## src/rtl/sum_stationary_ctrl.sv

```systemverilog
// Job sequencer around one NxN sum-stationary array: clear, feed N operand beats, drain, emit N result rows.
// Inputs pass straight to the array in FEED; rows come straight from the array in OUT and hold while out_ready_i is low.
module sum_stationary_ctrl #(
  parameter int DATA_WIDTH    = 8,
  parameter int N             = 4,
  parameter int C_DATA_WIDTH  = 2*DATA_WIDTH + $clog2(N),
  parameter int DRAIN_TIMEOUT = 2*N + 2
) (
  input  logic                    clk,
  input  logic                    reset_n_i,
  input  logic                    in_valid_i,
  output logic                    in_ready_o,
  input  logic [DATA_WIDTH-1:0]   in_a_i [N],
  input  logic [DATA_WIDTH-1:0]   in_b_i [N],
  output logic                    out_valid_o,
  input  logic                    out_ready_i,
  output logic [C_DATA_WIDTH-1:0] out_row_o [N],
  output logic [$clog2(N)-1:0]    out_idx_o,
  output logic                    out_last_o,
  output logic                    busy_o,
  output logic                    done_o,
  output logic                    timeout_o,
  output logic                    arr_reset_o,
  output logic                    arr_valid_o,
  output logic [DATA_WIDTH-1:0]   arr_a_o [N],
  output logic [DATA_WIDTH-1:0]   arr_b_o [N],
  input  logic                    arr_valid_i,
  input  logic [C_DATA_WIDTH-1:0] arr_c_i [N*N]
);

  localparam int IW = $clog2(N);
  localparam int DW = $clog2(DRAIN_TIMEOUT + 1);

  typedef enum logic [1:0] {S_CLEAR, S_FEED, S_DRAIN, S_OUT} state_t;

  state_t                  r_state;
  state_t                  w_next;
  logic [IW-1:0]           r_beat;
  logic [IW-1:0]           r_row;
  logic [DW-1:0]           r_drain;
  logic                    r_busy;
  logic                    r_timeout;

  logic                    w_feed;
  logic                    w_out;
  logic                    w_in_fire;
  logic                    w_out_fire;
  logic                    w_last_beat;
  logic                    w_last_row;
  logic                    w_drain_expired;
  logic [C_DATA_WIDTH-1:0] w_c2d [N][N];

  assign w_feed          = (r_state == S_FEED);
  assign w_out           = (r_state == S_OUT);
  assign w_in_fire       = w_feed & in_valid_i;
  assign w_out_fire      = w_out & out_ready_i;
  assign w_last_beat     = (r_beat == IW'(N-1));
  assign w_last_row      = (r_row == IW'(N-1));
  assign w_drain_expired = (r_state == S_DRAIN) & ~arr_valid_i & (r_drain == DW'(DRAIN_TIMEOUT-1));

  assign in_ready_o  = w_feed;
  assign arr_valid_o = w_in_fire;
  assign arr_reset_o = (r_state == S_CLEAR);
  assign out_valid_o = w_out;
  assign out_idx_o   = w_out ? r_row : '0;
  assign out_last_o  = w_out & w_last_row;
  assign done_o      = w_out_fire & w_last_row;
  assign busy_o      = r_busy;
  assign timeout_o   = r_timeout;

  // Operands reach the array only in FEED; bubbles are masked by arr_valid_o.
  for (genvar i = 0; i < N; i++) begin : g_feed
    assign arr_a_o[i] = w_feed ? in_a_i[i] : '0;
    assign arr_b_o[i] = w_feed ? in_b_i[i] : '0;
  end

  for (genvar r = 0; r < N; r++) begin : g_row
    for (genvar j = 0; j < N; j++) begin : g_col
      assign w_c2d[r][j] = arr_c_i[r*N + j];
    end
  end

  for (genvar j = 0; j < N; j++) begin : g_out
    assign out_row_o[j] = w_out ? w_c2d[r_row][j] : '0;
  end

  always_comb begin
    w_next = r_state;
    case (r_state)
      S_CLEAR: w_next = S_FEED;
      S_FEED:  if (w_in_fire && w_last_beat) w_next = S_DRAIN;
      S_DRAIN: begin
        if (arr_valid_i)          w_next = S_OUT;
        else if (w_drain_expired) w_next = S_CLEAR;
      end
      S_OUT:   if (w_out_fire && w_last_row) w_next = S_CLEAR;
      default: w_next = S_CLEAR;
    endcase
  end

  always_ff @(posedge clk or negedge reset_n_i) begin
    if (!reset_n_i) begin
      r_state <= S_CLEAR;
    end else begin
      r_state <= w_next;
    end
  end

  always_ff @(posedge clk or negedge reset_n_i) begin
    if (!reset_n_i) begin
      r_beat    <= '0;
      r_row     <= '0;
      r_drain   <= '0;
      r_busy    <= 1'b0;
      r_timeout <= 1'b0;
    end else begin
      if (r_state == S_CLEAR) begin
        r_beat <= '0;
      end else if (w_in_fire) begin
        r_beat <= w_last_beat ? '0 : r_beat + 1'b1;
      end

      if (r_state == S_DRAIN) begin
        r_drain <= r_drain + 1'b1;
      end else begin
        r_drain <= '0;
      end

      if (!w_out) begin
        r_row <= '0;
      end else if (w_out_fire) begin
        r_row <= w_last_row ? '0 : r_row + 1'b1;
      end

      if (w_in_fire) begin
        r_busy <= 1'b1;
      end else if (done_o || w_drain_expired) begin
        r_busy <= 1'b0;
      end

      // Sticky until the next job actually starts consuming operands.
      if (w_in_fire) begin
        r_timeout <= 1'b0;
      end else if (w_drain_expired) begin
        r_timeout <= 1'b1;
      end
    end
  end

endmodule
```

## config.mk

```make
export PLATFORM = sky130hd
export DESIGN_NAME = sum_stationary_ctrl
export DESIGN_NICKNAME = d
export VERILOG_FILES = /design/src/rtl/sum_stationary_ctrl.sv
export SDC_FILE = /design/constraint.sdc
export NUM_CORES = 1
export LEC_CHECK = 0
export CORE_AREA = 2 2 198 200
export CTS_BUF_LIST = sky130_fd_sc_hd__clkbuf_4
export CTS_CLUSTER_DIAMETER = 50
export DETAILED_ROUTE_END_ITERATION = 8
export DIE_AREA = 0 0 200 202
export PLACE_DENSITY = 0.45
export SETUP_SLACK_MARGIN = 0.1
export SLEW_MARGIN = 20
export SYNTH_ARGS = -nofsm -noshare
export SYNTH_HDL_FRONTEND = slang
export SYNTH_SLANG_ARGS = --single-unit
```

## constraint.sdc

```tcl
create_clock -name clk -period 4.2 [get_ports clk]
set_clock_uncertainty 0.1 [all_clocks]
set_input_delay 0.84 -clock clk [delete_from_list [all_inputs] [get_ports clk]]
set_output_delay 0.84 -clock clk [all_outputs]
set_load 0.03 [all_outputs]
```

==> results.sh <==
export IMPL_outcome="finished, final reports clean"
export IMPL_cts_sinks=12
export IMPL_critPathKind="in2out"
export IMPL_power_share_clock=0.015
export IMPL_crit_cells=4
export IMPL_area_growth_pct=174
export IMPL_yosys_warnings=0
export IMPL_nFillCells=4142
export IMPL_ctsResizeCount=0
export IMPL_seq_power_share=0.041
export IMPL_ant_nets=0
export IMPL_critPathLaunch="arr_c_i[111]"
export IMPL_grt_first_pass_wirelength_mm=35.0
export IMPL_synth_compound_area_share=0.0312
export IMPL_swShare=0.526
export IMPL_cts_tree="done"
export IMPL_cap_violations=0
export IMPL_drc=0
export IMPL_intPower_uw=2420
export IMPL_synth_fp_nets=659
export IMPL_gr_usage_all_layers=0.119
export IMPL_syn_inst=298
export IMPL_firstDrtPassIters=4
export IMPL_yosysSeqAreaShare=0.0923
export IMPL_synth_top_family_by_area="multiplexers"
export IMPL_combPwrFrac=0.945
export IMPL_antenna_found_initial=7
export IMPL_grt_pass1_vias=5206
export IMPL_fin_ws_ns=0.618
export IMPL_clock_fmax_ghz=0.279
export IMPL_place_congestion=0.792
export IMPL_path_clk_slew_ns=0.08
export IMPL_cts_setup_buffers=0
export IMPL_grt_max_degree=66
export IMPL_yosys_area_share_adder=0.0154
export IMPL_slew_limit_headroom=0.579
export IMPL_hold_path_class="reg2reg"
export IMPL_final_setup_viol_count=0
export IMPL_critPathSlowestCell="clkdlybuf4s50_1"
export IMPL_syn_area_per_cell_um2=10.9
export IMPL_cp_start_kind="primary input"
export IMPL_final_nets=1143
export IMPL_coreArea_um2=38300
export IMPL_dp_worst_setup_slack_ns=0.621
export IMPL_hold_ws_ns=0.399
export IMPL_synth_xor_area_frac=0.00538
export IMPL_crit_buf_inv=2
export IMPL_wl_per_cell_um=19.8
export IMPL_rrSetupSlack_ns=2.45
export IMPL_hpwl_mm=22.4
export IMPL_root_buffer="clkbuf_4"
export IMPL_wl_mm=25.8
export IMPL_critPathTopFamily="buffers and inverters"
export IMPL_path_common_cell="clkdlybuf4s50_1"
export IMPL_clock_path_buffers=2
export IMPL_synth_cell_types=30
export IMPL_synthesis_area_um2=3250
export IMPL_drt_iter0_drc=96
export IMPL_drive_above_1_share=0.117
export IMPL_crit_path_end_kind="output port"
export IMPL_finalSetupTns_ns=0
export IMPL_reg2reg_depth=5
export IMPL_io_pins=503
export IMPL_dieArea_um2=40400
export IMPL_drv_slew=0
export IMPL_critPathRequiredTime_ns=3.26
export IMPL_timing_final_hold_violations=0
export IMPL_yosys_area_share_simple=0.292
export IMPL_cp_endpoint="out_row_o[39]"
export IMPL_arrival_ns=2.64
export IMPL_place_port_buffers=502
export IMPL_pwr_density_cell_nw_per_um2=573
export IMPL_cts_made_buffers=3
export IMPL_htree_levels=1
export IMPL_r2r_end="r_state[1]$_DFFE_PN0P_"
export IMPL_max_stage_delay_ns=0.67
export IMPL_crit_path_cell_trace="clkdlybuf4s50_1 -> mux4_2 -> and2_1 -> clkdlybuf4s50_1"
export IMPL_r2r_start="r_row[1]$_DFFE_PN0P_"
export IMPL_final_period_utilization=0.853
export IMPL_worst_path_max_fanout=1
export IMPL_via_per_inst=3.53
export IMPL_ir_worst_vdd_mv=0.243
export IMPL_tightestPinTransition_ns=0.623
export IMPL_synth_mux_area_frac=0.505
export IMPL_ctsHoldBuffers=0
export IMPL_grt_setup_unrepaired="no"
export IMPL_leakagePower_uw=0.00305
export IMPL_die_x_um=200
export IMPL_die_h_um=202
export IMPL_rows=72
export IMPL_finalCriticalPeriod_ns=3.58
export IMPL_grt_overflow=0
export IMPL_p_switching_uw=2680
export IMPL_initial_core_util=0.0850
export IMPL_num_vias=4599
export IMPL_synth_seq_cells=12
export IMPL_clk_latency_ns=0.27
[state kept, by name, indices dropped and copies added, names as in the netlist]
signal / count
r_drain: 4
r_beat: 2
r_row: 2
r_state: 2
busy_o: 1
timeout_o: 1
[layer usage]
metal	track usage	share of wire
met2	0.237	0.53
met1	0.122	0.35
met4	0.0111	0.0076
met5	0	0.0019
met3	0.0415	0.11
[final cells by class]
type	instances	area, µm²	share of cell area
Inverter	4	15.0	0.00169
Tap cell	518	648	0.0728
Clock inverter	1	3.75	0.000422
Antenna cell	2	5.00	0.000562
Sequential cell	12	308	0.0346
Timing Repair Buffer	511	5140	0.577
Multi-Input combinational cell	250	2760	0.310
Clock buffer	3	22.5	0.00253
[synth_stat cells, drive strengths merged]
cell type / instances / area share
nor2b: 1 / 0.0019
a21boi: 1 / 0.0023
xor2: 1 / 0.0027
a31o: 1 / 0.0027
nor2: 11 / 0.013
and2: 136 / 0.26
nor4bb: 1 / 0.0031
ha: 4 / 0.015
mux2i: 2 / 0.0062
o22ai: 1 / 0.0019
a22oi: 1 / 0.0023
nand2: 3 / 0.0035
and3: 3 / 0.0058
inv: 4 / 0.0046
nand3: 1 / 0.0015
a21oi: 1 / 0.0015
dfrtp: 12 / 0.092
o2bb2ai: 1 / 0.0027
a32oi: 1 / 0.0027
o22a: 1 / 0.0027
nor3: 1 / 0.0015
clkbuf: 16 / 0.019
xnor2: 1 / 0.0027
a22o: 4 / 0.011
buf: 16 / 0.036
mux4: 72 / 0.50
o21ai: 1 / 0.0015
[worst min path at each step]
stage / startpoint / endpoint / slack [ns] / cells past startpoint
floorplan: r_drain[0]$_DFF_PN0_ / r_drain[0]$_DFF_PN0_ / 0.36 / 1
global placement: r_drain[0]$_DFF_PN0_ / r_drain[0]$_DFF_PN0_ / 0.39 / 1
detailed placement: r_drain[0]$_DFF_PN0_ / r_drain[0]$_DFF_PN0_ / 0.39 / 1
CTS: r_drain[0]$_DFF_PN0_ / r_drain[0]$_DFF_PN0_ / 0.41 / 1
global route: r_drain[0]$_DFF_PN0_ / r_drain[0]$_DFF_PN0_ / 0.47 / 1
finish: r_drain[0]$_DFF_PN0_ / r_drain[0]$_DFF_PN0_ / 0.40 / 1
[per-stage QoR]
step                       util  power [µW]  instances  cell area, µm²
after floorplan               -        2980        298            3250
final                     0.233        5100       1301            8900
after global routing      0.232        5390       1299            8900
after global placement    0.232        5140       1295            8870
after detailed placement  0.232        5110       1295            8870
after CTS                 0.232        5220       1299            8900
[power by group through the flow]
| stage | Sequential [µW] | Combinational, µW | Clock, µW |
|---|---|---|---|
| after floorplan | 185 | 2800 | 0 |
| after global placement | 212 | 4920 | 0 |
| after detailed placement | 214 | 4900 | 0 |
| after CTS | 211 | 4930 | 80.3 |
| after global routing | 217 | 5080 | 84.9 |
| final | 207 | 4820 | 74.4 |
[layout by cell type, fill, tap and decap left out, types with 3 or more instances in the layout]
cell / n
clkdlybuf4s50_1: 501
and2_1: 136
mux4_2: 72
nor2_1: 10
dfrtp_1: 10
buf_4: 6
a22o_1: 4
ha_1: 4
buf_12: 4
nand2_1: 3
and3_1: 3
clkbuf_4: 3
[cells by family (layout without fill, tap and decap cells)]
| kind of cell | count (synthesis) | after routing |
|---|---|---|
| buf+inv | 36 | 519 |
| xor+xnor | 2 | 2 |
| simple gates | 157 | 157 |
| compound gates | 13 | 13 |
| flops | 12 | 12 |
| mux | 74 | 74 |
| other cells | 0 | 2 |
| fa+ha+maj | 4 | 4 |
Note: power is estimated with default switching activity, not from simulation.
